[src/rtl/fetch_pkg.sv]
// Shared types and constants for the dual-issue fetch front end.
package fetch_pkg;

  localparam int unsigned ADDR_W      = 32;
  localparam int unsigned INSTR_W     = 32;
  localparam int unsigned FETCH_BYTES = 8;
  // Wide enough to count 0..4 in-flight requests
  localparam int unsigned OUTS_W      = 3;

  localparam logic [1:0] MASK_BOTH = 2'b11;
  localparam logic [1:0] MASK_HI   = 2'b10;

  typedef enum logic [1:0] {
    BOOT  = 2'd0,
    RUN   = 2'd1,
    STALL = 2'd2
  } fetch_state_e;

  // One in-flight request: pair address without the byte offset, plus the
  // flag telling whether only the upper lane of the pair is live.
  typedef struct packed {
    logic [ADDR_W-4:0] addr_hi;
    logic              first_lane;
  } req_entry_t;

  // Clear the byte offset inside an 8-byte instruction pair
  function automatic logic [ADDR_W-1:0] align_pair(input logic [ADDR_W-1:0] addr);
    return addr & ~ADDR_W'(FETCH_BYTES - 1);
  endfunction

endpackage

[src/rtl/fetch_req_queue.sv]
// In-order queue of in-flight fetch requests; its occupancy is the
// outstanding-request counter of the fetch unit.
module fetch_req_queue
  import fetch_pkg::*;
#(
  parameter int unsigned DEPTH = 2
) (
  input  logic              clk,
  input  logic              rst_n,
  input  logic              push,
  input  req_entry_t        push_data,
  input  logic              pop,
  output req_entry_t        head,
  output logic [OUTS_W-1:0] count
);

  localparam int unsigned      PTR_W = (DEPTH > 1) ? $clog2(DEPTH) : 1;
  localparam logic [PTR_W-1:0] LAST  = PTR_W'(DEPTH - 1);

  req_entry_t       entries [DEPTH];
  logic [PTR_W-1:0] wr_ptr;
  logic [PTR_W-1:0] rd_ptr;
  logic             do_push;
  logic             do_pop;

  // A pop on an empty queue is a stray response and is ignored
  assign do_pop  = pop & (count != '0);
  assign do_push = push & ((count < OUTS_W'(DEPTH)) | do_pop);
  assign head    = entries[rd_ptr];

  // Storage, pointers and occupancy
  always_ff @(posedge clk or negedge rst_n) begin
    if (!rst_n) begin
      for (int unsigned i = 0; i < DEPTH; i++) begin
        entries[i] <= '0;
      end
      wr_ptr <= '0;
      rd_ptr <= '0;
      count  <= '0;
    end else begin
      if (do_push) begin
        entries[wr_ptr] <= push_data;
        wr_ptr          <= (wr_ptr == LAST) ? '0 : wr_ptr + PTR_W'(1);
      end
      if (do_pop) begin
        rd_ptr <= (rd_ptr == LAST) ? '0 : rd_ptr + PTR_W'(1);
      end
      count <= count + OUTS_W'(do_push) - OUTS_W'(do_pop);
    end
  end

endmodule

[src/rtl/fetch_unit.sv]
// Dual-issue instruction fetch front end: owns the PC, issues 64-bit pair
// requests, drops responses made stale by redirects and writes instruction
// pairs to the decode FIFO.
// Optional build macro FETCH_PERF_CNT_EN adds perf_pairs / perf_dropped.
module fetch_unit
  import fetch_pkg::*;
#(
  parameter logic [31:0] RESET_PC        = 32'h0000_0000,
  parameter int unsigned MAX_OUTSTANDING = 2
) (
  input  logic               clk,
  input  logic               rst_n,
  input  logic               stop_fetch,
  input  logic               jump,
  input  logic               jump_accept,
  input  logic [ADDR_W-1:0]  jump_addr,
  output logic               imem_req_valid,
  input  logic               imem_req_ready,
  output logic [ADDR_W-1:0]  imem_req_addr,
  input  logic               imem_rsp_valid,
  input  logic [63:0]        imem_rsp_data,
  output logic               fetch_valid,
  output logic [ADDR_W-1:0]  fetch_pc,
  output logic [INSTR_W-1:0] fetch_instr1,
  output logic [INSTR_W-1:0] fetch_instr2,
  output logic [1:0]         fetch_mask
`ifdef FETCH_PERF_CNT_EN
  ,
  output logic [31:0]        perf_pairs,
  output logic [31:0]        perf_dropped
`endif
);

  fetch_state_e      state;
  fetch_state_e      state_nxt;
  logic [ADDR_W-1:0] pc;
  logic              first_lane;
  logic [OUTS_W-1:0] outstanding;
  logic [OUTS_W-1:0] outstanding_nxt;
  logic [OUTS_W-1:0] drop_cnt;
  logic              redirect;
  logic              req_fire;
  logic              rsp_take;
  logic              rsp_keep;
  req_entry_t        push_entry;
  req_entry_t        head;

  assign redirect = jump & jump_accept;

  // A request is held back during a redirect so the old PC never escapes
  assign imem_req_valid = (state == RUN) & ~stop_fetch &
                          (outstanding < OUTS_W'(MAX_OUTSTANDING)) & ~redirect;
  assign imem_req_addr  = pc;

  assign req_fire = imem_req_valid & imem_req_ready;
  assign rsp_take = imem_rsp_valid & (outstanding != '0);
  assign rsp_keep = rsp_take & ~redirect & (drop_cnt == '0);

  // In-flight count once this cycle's push and pop have both landed
  assign outstanding_nxt = outstanding + OUTS_W'(req_fire) - OUTS_W'(rsp_take);

  assign push_entry = '{addr_hi: pc[ADDR_W-1:3], first_lane: first_lane};

  fetch_req_queue #(
    .DEPTH(MAX_OUTSTANDING)
  ) u_req_queue (
    .clk      (clk),
    .rst_n    (rst_n),
    .push     (req_fire),
    .push_data(push_entry),
    .pop      (rsp_take),
    .head     (head),
    .count    (outstanding)
  );

  // FSM state register
  always_ff @(posedge clk or negedge rst_n) begin
    if (!rst_n) begin
      state <= BOOT;
    end else begin
      state <= state_nxt;
    end
  end

  // FSM next state; redirects never change the state
  always_comb begin
    state_nxt = state;
    case (state)
      BOOT:    state_nxt = RUN;
      RUN:     if (stop_fetch) state_nxt = STALL;
      STALL:   if (!stop_fetch) state_nxt = RUN;
      default: state_nxt = BOOT;
    endcase
  end

  // PC, half-pair flag and stale-response drop counter
  always_ff @(posedge clk or negedge rst_n) begin
    if (!rst_n) begin
      pc         <= RESET_PC;
      first_lane <= 1'b0;
      drop_cnt   <= '0;
    end else begin
      if (redirect) begin
        pc         <= align_pair(jump_addr);
        first_lane <= jump_addr[2];
      end else if (req_fire) begin
        pc         <= pc + ADDR_W'(FETCH_BYTES);
        first_lane <= 1'b0;
      end
      if (redirect) begin
        drop_cnt <= outstanding_nxt;
      end else if (rsp_take && (drop_cnt != '0)) begin
        drop_cnt <= drop_cnt - OUTS_W'(1);
      end
    end
  end

  // Registered write port towards the instruction FIFO
  always_ff @(posedge clk or negedge rst_n) begin
    if (!rst_n) begin
      fetch_valid  <= 1'b0;
      fetch_pc     <= '0;
      fetch_instr1 <= '0;
      fetch_instr2 <= '0;
      fetch_mask   <= '0;
    end else begin
      fetch_valid <= rsp_keep;
      if (rsp_keep) begin
        fetch_pc     <= {head.addr_hi, 3'b000};
        fetch_instr1 <= imem_rsp_data[INSTR_W-1:0];
        fetch_instr2 <= imem_rsp_data[2*INSTR_W-1:INSTR_W];
        fetch_mask   <= head.first_lane ? MASK_HI : MASK_BOTH;
      end
    end
  end

`ifdef FETCH_PERF_CNT_EN
  // Delivered-pair and discarded-response counters, wrapping at 2^32
  always_ff @(posedge clk or negedge rst_n) begin
    if (!rst_n) begin
      perf_pairs   <= '0;
      perf_dropped <= '0;
    end else begin
      if (fetch_valid) begin
        perf_pairs <= perf_pairs + 32'd1;
      end
      if (rsp_take && !rsp_keep) begin
        perf_dropped <= perf_dropped + 32'd1;
      end
    end
  end
`endif

endmodule
[config.mk]
export PLATFORM = sky130hd
export DESIGN_NAME = fetch_unit
export DESIGN_NICKNAME = d
export VERILOG_FILES = /design/src/rtl/fetch_pkg.sv /design/src/rtl/fetch_req_queue.sv /design/src/rtl/fetch_unit.sv
export SDC_FILE = /design/constraint.sdc
export NUM_CORES = 1
export LEC_CHECK = 0
export CAP_MARGIN = 20
export CORE_MARGIN = 2
export CORE_UTILIZATION = 48
export CTS_CLUSTER_DIAMETER = 50
export CTS_CLUSTER_SIZE = 8
export DETAILED_ROUTE_END_ITERATION = 6
export HOLD_SLACK_MARGIN = 0.12
export PLACE_DENSITY = 0.8
export SLEW_MARGIN = 5
export SYNTH_ARGS = -nofsm -noshare
export SYNTH_HDL_FRONTEND = slang
export SYNTH_SLANG_ARGS = --single-unit
[constraint.sdc]
create_clock -name clk -period 2.35 [get_ports clk]
set_input_delay 0.3525 -clock clk [delete_from_list [all_inputs] [get_ports clk]]
set_output_delay 0.3525 -clock clk [all_outputs]
set_load 0.01 [all_outputs]
Word level (Yosys, flattened, before mapping)
Cells that the tools add are included.
{"block": "classes", "n_addsub": 8, "n_lt_le_gt_ge": 4, "n_eq_ne": 4, "n_mux": 18, "bitwise_logic": 15, "n_reduce_logical": 9}
{"operator": "30-bit two-way mux", "count": 4}
{"operator": "32-bit two-way mux", "count": 2}
{"operator": "60-bit bitwise mux", "count": 1}
{"operator": "32-bit by 4-bit adder with 32-bit output (second input constant)", "count": 1}
{"operator": "30-bit demux with 1-bit select", "count": 1}
{"operator": "1-bit AND", "count": 10}
{"operator": "3-bit by 1-bit adder with 3-bit output", "count": 2}
{"operator": "3-bit two-way mux", "count": 2}
{"operator": "2-bit case mux with 3 select lines", "count": 1}
{"operator": "3-bit nonzero test", "count": 2}
{"operator": "3-bit by 1-bit subtractor with 3-bit output", "count": 2}
{"operator": "1-bit two-way mux", "count": 5}
{"operator": "2-bit >= comparator (second input constant)", "count": 2}
{"operator": "2-bit two-way mux", "count": 2}
{"operator": "2-bit != test (second input constant)", "count": 2}
{"operator": "1-bit NOT with 2-bit output", "count": 2}
{"operator": "2-bit nonzero test", "count": 2}
{"operator": "3-bit logical NOT", "count": 1}
{"operator": "3-bit by 2-bit < comparator with 1-bit output (second input constant)", "count": 1}
{"operator": "3-bit by 1-bit subtractor with 3-bit output (second input constant)", "count": 1}
{"operator": "1-bit adder (second input constant)", "count": 2}
{"operator": "2-bit by 1-bit == test with 1-bit output (second input constant)", "count": 1}
{"operator": "2-bit == test (second input constant)", "count": 1}
{"operator": "1-bit logical AND", "count": 2}
{"operator": "other kinds (5)", "count": 6}
{"block": "word_totals", "regBits": 199, "inputBits": 103, "out_inout_bits": 132, "elab_cells": 74}

Logic depth before layout (Yosys ltp)
{"block": "depth", "depth_word": 8, "mapped_depth": 11}

Cells and area by module
A second synthesis with hierarchy kept.
{"block": "hier_totals", "hier_cells": 617, "area_unflattened_um2": 8805.9}
{"module": "fetch_unit", "n_inst": 1, "cells_each": 437, "area_per_inst_um2": 5839.4, "seq_area_each_um2": 3278.1}
{"module": "fetch_req_queue", "n_inst": 1, "cells_each": 180, "area_per_inst_um2": 2966.6, "seq_area_each_um2": 1626.6}

Worst setup path after synthesis
No wires, ideal clock.
{"block": "synth_path", "path_type": "register -> register", "startpoint": "register u_req_queue.count[1]", "endpoint": "register drop_cnt[1]", "t_arrival_ps": 1940, "required_time_ps": 2214, "path_slack_ps": 274, "path_stages_with_launch": 11, "synth_period_minus_slack_ps": 2076, "cell_sequence": "dfrtp_1 -> inv_1 -> ha_1 -> nand4bb_4 -> nor2_2 -> nand2_2 -> inv_2 -> ha_1 -> fa_1 -> nand2_1 -> o21ai_0"}
{"block": "synth_between", "elab_chain_len": 7, "word_cells_on_any_way": 11, "classes_between": "2 x add/sub; 1 x order compare; 1 x mux; 4 x bitwise; 3 x reduce/logical"}
{"element": "from (decl)", "line": "fetch_req_queue.sv:14", "rtl": "output logic [OUTS_W-1:0] count"}
{"element": "from (signal assigned)", "line": "fetch_req_queue.sv:48", "rtl": "count <= count + OUTS_W'(do_push) - OUTS_W'(do_pop);"}
{"element": "3-bit by 2-bit < comparator with 1-bit output", "line": "fetch_unit.sv:52", "rtl": "(outstanding < OUTS_W'(MAX_OUTSTANDING)) & ~redirect;"}
{"element": "1-bit AND", "line": "fetch_unit.sv:51", "rtl": "assign imem_req_valid = (state == RUN) & ~stop_fetch &"}
{"element": "1-bit AND", "line": "fetch_unit.sv:52"}
{"element": "via imem_req_valid", "line": "fetch_unit.sv:17", "rtl": "output logic imem_req_valid,"}
{"element": "1-bit AND", "line": "fetch_unit.sv:55", "rtl": "assign req_fire = imem_req_valid & imem_req_ready;"}
{"element": "3-bit by 1-bit adder with 3-bit output", "line": "fetch_unit.sv:60", "rtl": "assign outstanding_nxt = outstanding + OUTS_W'(req_fire) - OUTS_W'(rsp_take);"}
{"element": "3-bit by 1-bit subtractor with 3-bit output", "line": "fetch_unit.sv:60"}
{"element": "3-bit two-way mux", "line": "fetch_unit.sv:110", "rtl": "if (redirect) begin"}
{"element": "to (signal assigned)", "line": "fetch_unit.sv:111", "rtl": "drop_cnt <= outstanding_nxt;"}
{"element": "to (signal assigned)", "line": "fetch_unit.sv:113", "rtl": "drop_cnt <= drop_cnt - OUTS_W'(1);"}
{"element": "to (decl)", "line": "fetch_unit.sv:40", "rtl": "logic [OUTS_W-1:0] drop_cnt;"}
The timed path passes the listed nets, and every way through them passes these cells.
A chain may end at the register's enable or synchronous reset.

Worst setup path in the final report
{"block": "layout_path", "startpoint": "register u_req_queue.count[2]", "endpoint": "register pc[28] (netlist: imem_req_addr[28])"}
{"block": "layout_between", "elab_chain_len": 5}
{"element": "3-bit by 2-bit < comparator with 1-bit output", "line": "fetch_unit.sv:52"}
{"element": "1-bit AND", "line": "fetch_unit.sv:51"}
{"element": "1-bit AND", "line": "fetch_unit.sv:52"}
{"element": "1-bit AND", "line": "fetch_unit.sv:55"}
{"element": "2-bit nonzero test (no line)"}
{"element": "to (signal assigned)", "line": "fetch_unit.sv:104", "rtl": "pc <= align_pair(jump_addr);"}
{"element": "to (signal assigned)", "line": "fetch_unit.sv:107", "rtl": "pc <= pc + ADDR_W'(FETCH_BYTES);"}
{"element": "to (decl)", "line": "fetch_unit.sv:36", "rtl": "logic [ADDR_W-1:0] pc;"}
No other way between the ends.

==> results_dict.tcl <==
set metrics [dict create \
    status "finished clean" \
    clock_latency_ps 420 \
    ys_seq_area_frac 0.5845 \
    finalNetCount 1147 \
    routabilityCongestion 0.8219 \
    wl_per_cell_um 16.07 \
    leakage_nw 5.481 \
    drive_above_1_share 0.1300 \
    worstReg2RegStart "u_req_queue.count[2]" \
    grt.met1_usage 0.2893 \
    rsz0062_at_grt "no" \
    ys_warn_count 0 \
    die_w_um 136.2 \
    fmax_mhz 464.0 \
    setup.worst_path.end "imem_req_addr[28]" \
    syn_area_per_cell_um2 10.52 \
    cts_made_buffers 17 \
    row_count 48 \
    grt-busiest-layer "met2" \
    critPathCaptureType "register" \
    cp-start-kind "register" \
    yosys_register_bits 196 \
    postPlaceCellArea_mm2 0.01103 \
    cts-root-buf "clkbuf_16" \
    grt_max_degree 66 \
    grt_pass1_vias 6276 \
    via_count 6408 \
    fin_crit_ps 2155 \
    synthCells 798 \
    grt_pass1_wl_um 32200 \
    crit_path_start "u_req_queue.count[2]" \
    cts_buffer_depth 2 \
    power-per-cell-area_mw_per_mm2 1146 \
    final_antenna_net_count 0 \
    port_buffers 226 \
    cap_viol_max_count 0 \
    cp_max_fo 4 \
    skew_ps 7.303 \
    maxSlewHeadroom 0.6315 \
    synth.cell_area_mm2 0.008392 \
    overflow 0 \
    finalMaxSlewViolations 0 \
    first_iter_violations 388 \
    grt_util_met3 0.05891 \
    clk_pin_slew_ps 70 \
    cp_slowest_stage_delay_ps 390 \
    hold_violations 0 \
    antenna_found_initial 1 \
    cp.required_ps 2660 \
    whs_ps 454.3 \
    viasPerCell 5.038 \
    cts_tree "built" \
    hp-class "in -> reg" \
    ios 235 \
    fin_area_mm2 0.01168 \
    first_pass_iters 5 \
    drc 0 \
    instances_no_fill 1272 \
    post-route-period-util 0.9171 \
    holdPathStages 3 \
    grtUsageTotal 0.2265 \
    synth_cell_types 48 \
    r2r_end "imem_req_addr[28]" \
    path_class "reg -> reg" \
    wirelength_um 20440 \
    syn_to_final_growth_pct 39.23 \
    power_mw 13.39 \
    crit_chain "inv_1 -> ha_4 -> nand4bb_4 -> buf_4 -> nor4_4 -> nand2_4 -> or3_1 -> o221a_1" \
    start_util 0.4886 \
    die_h_um 136.2 \
    arrival_ps 2470 \
    slowest_stage "dfrtp_1" \
    placed_cells 1238 \
    htreeDepth 4 \
    setup_viol 0 \
    tightest_slew_ps 552.7 \
    grtUsageMet2 0.3724 \
    timing.setup.tns_ps 0 \
    die_area_mm2 0.01856 \
    reg2reg_slack_ps 190 \
    coreArea_mm2 0.01718 \
    r2r_cells 8 \
    cts_sinks 196 \
    place_hpwl_um 14830 \
    vdd_drop_max_v 0.0006015 \
]
-- metal layers --
layer,vias to the layer above,share of wire
met5,-,0
met4,0,0.015
met3,24,0.078
met2,213,0.48
met1,3080,0.42
li1,3091,-
-- where the power goes --
part	leakage, nW	switching [mW]	internal [mW]
Clock	0.289	1.20	1.80
Sequential	2.51	0.855	4.73
Combinational	2.68	2.11	2.70
-- cell usage in the layout, fill, tap and decap left out, types with 17 or more instances in the layout --
cell / n
clkdlybuf4s50_1: 224
mux2_2: 55
mux2i_1: 29
nand2_1: 273
dfrtp_1: 195
xor2_1: 20
o21ai_0: 62
buf_4: 31
clkbuf_16: 17
-- worst min path at each step --
stage / start / end
after global routing: imem_rsp_data[43] / fetch_instr2[11]
final: imem_rsp_data[40] / fetch_instr2[8]
after floorplan: rst_n / drop_cnt[0]
after global placement: rst_n / fetch_pc[23]
after detailed placement: rst_n / fetch_pc[21]
after CTS: imem_rsp_data[18] / fetch_instr1[18]
-- timing repair --
item | in CTS | in global routing
resized for setup | 4 | 1
hold buffers | 1 | 0
buffers inserted | 2 | 0
endpoints found under the hold margin | 59 | 0
pin swaps | 1 | 0
endpoints found under the setup margin | 1 | 1
-- flip-flops by register name, summed over array words and instances (netlist names) --
name                 cells
drop_cnt                 3
fetch_mask               2
u_req_queue.entries     60
fetch_valid              1
fetch_instr1            32
state                    2
u_req_queue.wr_ptr       1
u_req_queue.count        3
first_lane               1
u_req_queue.rd_ptr       1
fetch_pc                29
imem_req_addr           29
fetch_instr2            32
-- final cells by class --
cell class	instances	area [um^2]
Antenna cell	1	2.502
Sequential cell	196	4906
Fill cell	1358	5493
Tap cell	225	281.5
Clock inverter	9	153.9
Timing Repair Buffer	262	2591
Inverter	15	56.30
Multi-Input combinational cell	543	3242
Clock buffer	21	450.4
-- worst max-delay path: cells and delay by family, from the launching register on --
family / cells / cell delay (ps)
AND/OR/NAND/NOR: 4 / 960
flip-flops: 1 / 390
AO/OA/AOI/OAI: 1 / 220
adder cells (fa/ha/maj): 1 / 170
buffers and inverters: 2 / 290
-- cell usage after synthesis (all sizes together) --
cell / number / area [um^2]
ha: 7 / 87.58
nand4bb: 1 / 27.53
xor2: 20 / 175.2
nand3: 13 / 77.58
o31a: 1 / 8.760
nor2: 10 / 40.04
a211oi: 1 / 7.510
mux2: 55 / 619.3
or3: 1 / 6.260
nand4b: 2 / 17.52
and3: 7 / 45.05
clkbuf: 28 / 105.1
and4: 2 / 17.52
or4: 1 / 7.510
o221a: 2 / 22.52
nand2b: 3 / 18.77
nor3: 4 / 25.02
buf: 21 / 133.9
nand4: 12 / 75.07
nor4: 5 / 67.56
a31oi: 1 / 6.260
xnor2: 10 / 87.58
dfrtp: 196 / 4905
mux2i: 29 / 290.3
o21a: 1 / 7.510
conb: 1 / 3.750
and2: 2 / 12.51
nand2: 275 / 1042
o21ai: 63 / 315.3
fa: 2 / 40.04
inv: 15 / 56.30
nand3b: 1 / 7.510
a21oi: 5 / 25.02
o31ai: 1 / 7.510
-- per-stage QoR --
step	worst slack, ps	util
floorplan	273.8	-
global placement	73.95	0.6423
detailed placement	21.33	0.6423
CTS	11.32	0.6799
global route	110.7	0.6802
finish	194.8	0.6802
-- cell families after synthesis --
| family | count (synthesis) | synth area share |
|---|---|---|
| DFF | 196 | 0.5845 |
| muxes | 84 | 0.1084 |
| buffers and inverters | 64 | 0.03519 |
| and+or+nand+nor | 339 | 0.1773 |
| xor gates and xnor gates | 30 | 0.03131 |
| other | 1 | 0.0004469 |
| adders and majority gates | 9 | 0.01521 |
| AOI/OAI and AO/OA | 75 | 0.04771 |
No activity file was read; power rests on OpenSTA's default activity.
==> RTL change 1, RTL diff (config.mk and constraints unchanged) <==
Build with the macro `FETCH_PERF_CNT_EN` defined.
--- a/src/rtl/fetch_unit.sv
+++ b/src/rtl/fetch_unit.sv
@@ -3,4 +3,6 @@
 // pairs to the decode FIFO.
 // Optional build macro FETCH_PERF_CNT_EN adds perf_pairs / perf_dropped.
+`define FETCH_PERF_CNT_EN
+
 module fetch_unit
   import fetch_pkg::*;
Check against the original RTL (old outputs only; new: perf_dropped and perf_pairs): equivalent (Yosys induction, for registers that start in step).
==> RTL change 1 against the original RTL <==
  * The run now ends with negative setup slack left
  * Synthesized cell count is 15% higher
  * Non-clock buffer count is 87 higher
  * Synthesized area is 32% higher
  * Via count is 29% higher
  * Final area is 36% higher
  * Sequential cell count is 64 higher
  * Wire length is 40% higher
  * Power is 33% higher
  * Worst setup slack worse by 0.20 ns
  * Largest power group unchanged
  * Critical endpoint is now imem_req_addr[31]$_DFFE_PN0P_
  * Maximum frequency is 8.4% lower
==> RTL change 1: results (changes against the original RTL) <==
* Worst min path class: input port to asynchronous set/reset pin
* Post-synthesis mux area share at 14.82% (+4.0 points)
* Multi-input comb cells at 589 (+8.5%)
* Area of the multi-input gates at 0.004330 mm^2 (+34%)
* Final sequential cell count at 260 (+33%)
* Number of filler cells placed in the layout at 1,581 (+16%)
* Number of violations reported at the end of detailed-routing iteration 0 at 380 (-2.1%)
* Cell types occupying the most area after synthesis: sky130_fd_sc_hd__dfrtp_1 (59%), sky130_fd_sc_hd__mux2_2 (12%), sky130_fd_sc_hd__xnor2_1 (5.0%)
* Met2 wire length at 14.49 mm (+46%)
* Routed wire length on met3 at 1.943 mm (+22%)
* Status: finished, violations left
* Post-route worst hold slack at 0.3807 ns (-0.07361 ns)
* Wire length per cell at 18.36 um (+14%)
* Seq/total area at 41.09% (-0.90 points)
* IR drop worst, VDD at 0.7053 mV (+17%)
* Post-Synth XOR/XNOR Area at 7.281% (+4.1 points)
* Critical path data arrival time at 2.77 ns (+0.30 ns)
* FF-to-FF Start: u_req_queue.count[1]$_DFF_PN0_
* Number of global-route vias before repair at 8,557 (+36%)
* Pin count of the biggest net entering global routing at 69 (+4.5%)
* CTS Buf Count at 39 (+22)
* Filler-free cell count of the finished design at 1,555 (+22%)
* Failing checks: negative setup slack
* Ant diodes at 0 (-1)
* Met1 capacity usage during global routing at 28.61% (-0.33 points)
* Final Setup Violations at 1 (+1)
* Avg Cell Area, Syn at 12.11 um^2 (+15%)
* Net count, final at 1,379 (+20%)
* Global-route usage over all layers at 23.31% (+0.66 points)
* Synth Area in Compound Gates at 3.708% (-1.1 points)
* Routed length on met1 at 11.55 mm (+34%)
* Most used standard cells in the synthesized netlist: sky130_fd_sc_hd__dfrtp_1 (260), sky130_fd_sc_hd__mux2_2 (118), sky130_fd_sc_hd__nand2_1 (75)
* Level count of the clock H-tree at 2 (-2)
* Clk_skew at 0.01812 ns (+0.01082 ns)
* Inverters at 26 (+11)
* Port buffer count at 290 (+28%)
* Deepest clock path buffer count at 3 (+1)
* Net Sw Frac at 28.94% (-2.1 points)
* Capture point of the worst reg-to-reg path: imem_req_addr[31]$_DFFE_PN0P_
* Clk tree area frac at 6.992% (+1.8 points)
* Setup slack at placement at -0.1284 ns (-0.1497 ns)
* Area share of fa/ha/maj cells after synthesis at 1.379% (-0.14 points)
* Post-synth cell types at 45 (-6.3%)
* Worst max-slew margin expressed relative to the limit at 54.59% (-8.6 points)
* Buffer share of cell area at 21.71% (-0.47 points)
* GR Layer Usage met3 at 5.583% (-0.31 points)
* Final worst slack at -0.003760 ns (-0.1986 ns)
* Area growth from synthesis to layout at 43.11%
==> RTL change 1: cell types whose count changed after synthesis, sizes merged, moves of 9 or more <==
cell   before  now
nand4      12   24
nand3      13   31
nand2     275   75
a21oi       5   33
nor2       10   56
xnor2      10   63
o21ai      63   37
inv        15   26
xor2       20   29
nor3        4   15
mux2       55  119
dfrtp     196  260
buf        21   11
nor4        5   15
==> RTL change 1: power by group through the flow <==
stage                     clock network, uW  registers, uW  logic (uW)
after floorplan                           0           7230        2310
after global placement                    0           6880        5640
after detailed placement                  0           6970        5770
after CTS                              5220           6910        5860
after global routing                   5440           7090        6300
final                                  5110           6920        5830
==> RTL change 1: worst max path at each step <==
| stage | end | slack [ns] | cells past startpoint |
|---|---|---|---|
| 5_1_grt | imem_req_addr[29]$_DFFE_PN0P_ | -0.04 | 8 |
| 3_5_place_dp | imem_req_addr[31]$_DFFE_PN0P_ | -0.13 | 6 |
| 4_1_cts | imem_req_valid | 0.02 | 7 |
| 2_1_floorplan | imem_req_addr[31]$_DFFE_PN0P_ | 0.13 | 7 |
| 3_3_place_gp | imem_req_addr[31]$_DFFE_PN0P_ | -0.06 | 6 |
| 6_report | imem_req_addr[31]$_DFFE_PN0P_ | -0.004 | 8 |
==> RTL change 1: critical path: stages (launching register included) <==
cell and delay [ns]:
sky130_fd_sc_hd__dfrtp_1 0.42, sky130_fd_sc_hd__inv_2 0.11, sky130_fd_sc_hd__ha_4 0.14, sky130_fd_sc_hd__nand4bb_1 0.13
sky130_fd_sc_hd__buf_4 0.17, sky130_fd_sc_hd__or3_4 0.37, sky130_fd_sc_hd__or4_4 0.44, sky130_fd_sc_hd__or3_1 0.33
sky130_fd_sc_hd__a31oi_1 0.18
==> RTL change 2, RTL diff (same flow settings) <==
Made on the original files. Re-encode `fetch_state_e` (3 states) as one-hot, 3 bits wide.
--- a/src/rtl/fetch_pkg.sv
+++ b/src/rtl/fetch_pkg.sv
@@ -11,8 +11,8 @@
   localparam logic [1:0] MASK_HI   = 2'b10;
 
-  typedef enum logic [1:0] {
-    BOOT  = 2'd0,
-    RUN   = 2'd1,
-    STALL = 2'd2
+  typedef enum logic [2:0] {
+    BOOT  = 3'b001,
+    RUN   = 3'b010,
+    STALL = 3'b100
   } fetch_state_e;
 
Formal check against the unedited RTL: no difference found for any inputs over 4 cycles, from zero or initial values and one cycle with rst_n low; so few cycles prove little.
==> RTL change 2 against the original RTL <==
  * Combinational power is 10% lower
  * Sequential cell count is 1 higher
  * Hold slack improved by 0.0024 ns
  * Final area is 0.13% higher
  * Core utilization rose by 0.087 points
  * First-iteration DRC count is 21% lower
  * Maximum frequency shrank 2.7%
  * Sequential power down 5.0%
  * Via count grew 0.27%
  * Worst setup slack got worse by 0.061 ns
  * Power down 8.0%
  * Wire length up 3.8%
  * Synthesized area is essentially flat
==> RTL change 2: results (changes against the original RTL) <==
* Status: completed
* Number of violations reported at the end of detailed-routing iteration 0 at 305 (-21%)
* Post-route worst hold slack at 0.4567 ns (+0.002404 ns)
* Share of synthesized registers carrying an async set or reset at 100.0% (unchanged)
* Ant diodes at 0 (-1)
* Net switching power of the design at 3901 uW (-6.2%)
* Clock-pin transition on the worst setup and hold timing paths at 0.07 ns (about the same)
* Max-cap violations at 0 (unchanged)
* Port buffer count at 226 (unchanged)
* Power density over cell area at 1054 mW/mm^2 (-8.1%)
* Pin count of the biggest net entering global routing at 65 (-1.5%)
* Placed wire-length estimate after detailed placement at 15.72 mm (+6.0%)
* Most used flip-flop cell after synthesis: sky130_fd_sc_hd__dfrtp_1
* CTS Buf Count at 17 (unchanged)
* Cell types occupying the most area after synthesis: sky130_fd_sc_hd__dfrtp_1 (58%), sky130_fd_sc_hd__nand2_1 (12%), sky130_fd_sc_hd__mux2_2 (8.3%)
* Source of the critical timing path: u_req_queue.count[1]$_DFF_PN0_
* Clk_skew at 0.008775 ns (+0.001471 ns)
* Fraction of layout instances using a drive strength above 1 at 13.58% (+0.57 points)
* Number of antenna violations at the first check in global routing at 0 (-1)
* Setup slack at placement at -0.08057 ns (-0.1019 ns)
* Deepest clock path buffer count at 2 (unchanged)
* Level count of the clock H-tree at 4 (unchanged)
* Leading cell type in the layout, fill and taps excluded: sky130_fd_sc_hd__nand2_1
* IR drop worst, VDD at 0.5734 mV (-4.7%)
* Most used standard cells in the synthesized netlist: sky130_fd_sc_hd__nand2_1 (263), sky130_fd_sc_hd__dfrtp_1 (196), sky130_fd_sc_hd__mux2_2 (62)
* Global-route usage over all layers at 23.31% (+0.66 points)
* Hold_sp: imem_rsp_data[10]
* Cell depth of the worst hold path at 3 (unchanged)
* Static power due to leakage at 0.005522 uW (+0.74%)
* Post-synth cell types at 40 (-17%)
* First drt pass iteration count at 4 (-1)
* Largest registers in the final layout: u_req_queue.entries x60, fetch_instr1 x32, fetch_instr2 x32
* Critical path data arrival time at 2.55 ns (+0.08 ns)
* Average via count per standard cell at 5.055 (+0.34%)
* Number of warnings reported in the yosys synthesis log at 0 (unchanged)
* Root cell of the clock tree: sky130_fd_sc_hd__clkbuf_16
* Final estimated routing congestion in global placement at 0.8327 (+1.3%)
* Worst r2r path cells at 11 (+3)
* Worst max-slew margin expressed relative to the limit at 60.80% (-2.4 points)
* Sequential fraction of the synthesis area at 58.79% (+0.35 points)
* Clock latency reported for the late side of the worst-skew pair at 0.42 ns (about the same)
* Reg-to-reg setup timing slack at 0.13 ns (-0.06 ns)
* Worst min path class: input port to flop
* Net count, final at 1,145 (-0.17%)
* Number of global-route vias before repair at 6,521 (+3.9%)
* Final wirelength at 21.22 mm (+3.8%)
* GRT Residual Overflow at 0 (unchanged)
* First-pass GRT wire length at 33.25 mm (+3.3%)
* Largest fanout of any net on the critical path at 3 (-1)
* Number of filler cells placed in the layout at 1,323 (-2.6%)
* Capture point of the worst reg-to-reg path: drop_cnt[2]$_DFFE_PN0P_
* WHS Endpoint: fetch_instr1[10]$_DFFE_PN0P_
RTL change 2: cell families after synthesis:
family / share of synthesized area (%)
simple gates: 17.07
flops: 58.79
mux: 11.91
compound gates: 4.371
buf+inv: 3.163
xor+xnor: 3.133
fa+ha+maj: 1.522
other cells: 0.04471
RTL change 2: layer usage:
| metal | vias to the layer above | GRT usage [%] | wire length (um) |
|---|---|---|---|
| li1 | 3097 | - | - |
| met1 | 3094 | 28.94 | 8917 |
| met5 | - | 0 | 0 |
| met2 | 210 | 40.93 | 10620 |
| met3 | 24 | 5.108 | 1386 |
| met4 | 0 | 6.713 | 293 |
RTL change 2: stage by stage:
step	util, %	cells	instance area [um^2]
floorplan	-	796	8406
global placement	64.77	1237	11130
detailed placement	64.77	1237	11130
CTS	68.07	1271	11690
global route	68.11	1271	11700
finish	68.11	1271	11700
RTL change 2: worst max-delay path, stage by stage, from the launching register on:
cell and delay, ns:
sky130_fd_sc_hd__dfrtp_1 0.36, sky130_fd_sc_hd__inv_1 0.06, sky130_fd_sc_hd__ha_1 0.20, sky130_fd_sc_hd__nor4b_4 0.13, sky130_fd_sc_hd__buf_4 0.14, sky130_fd_sc_hd__and2_1 0.14
sky130_fd_sc_hd__nand2_1 0.08, sky130_fd_sc_hd__inv_1 0.09, sky130_fd_sc_hd__ha_1 0.22, sky130_fd_sc_hd__fa_1 0.40, sky130_fd_sc_hd__xor2_1 0.16, sky130_fd_sc_hd__o21ai_0 0.15
RTL change 2: power groups by stage:
stage               clock network (uW)  logic [uW]  registers, uW
finish                            2690        4320           5310
global route                      2900        4740           5440
CTS                               2750        4390           5320
detailed placement                   0        4370           5370
global placement                     0        4240           5320
floorplan                            0        1740           5540
RTL change 2: layout make-up:
| type | instances | area (um^2) | area share, % |
|---|---|---|---|
| tap | 225 | 281.5 | 2.406 |
| multi-input combinational | 538 | 3224 | 27.56 |
| clock buffer | 22 | 474.2 | 4.053 |
| clock inverter | 10 | 75.07 | 0.6417 |
| timing repair buffer | 266 | 2663 | 22.76 |
| sequential | 197 | 4932 | 42.16 |
| inverter | 13 | 48.80 | 0.4171 |
RTL change 2: worst max path at each step:
stage                                     to  slack [ns]  cells past startpoint
2_1_floorplan        drop_cnt[1]$_DFFE_PN0P_        0.09                     11
3_3_place_gp   imem_req_addr[31]$_DFFE_PN0P_       -0.04                      7
3_5_place_dp   imem_req_addr[31]$_DFFE_PN0P_       -0.08                      7
4_1_cts                       imem_req_valid       0.006                      5
5_1_grt              drop_cnt[2]$_DFFE_PN0P_      -0.004                     11
6_report             drop_cnt[2]$_DFFE_PN0P_        0.13                     11
RTL change 2: timing repair:
item                                    4_1_cts  5_1_grt
hold endpoints to repair                     57        0
endpoints found under the setup margin        1        9
resized for setup                             0        2
setup buffers                                 1        0
hold buffers                                  1        0
pin swaps                                     0        1
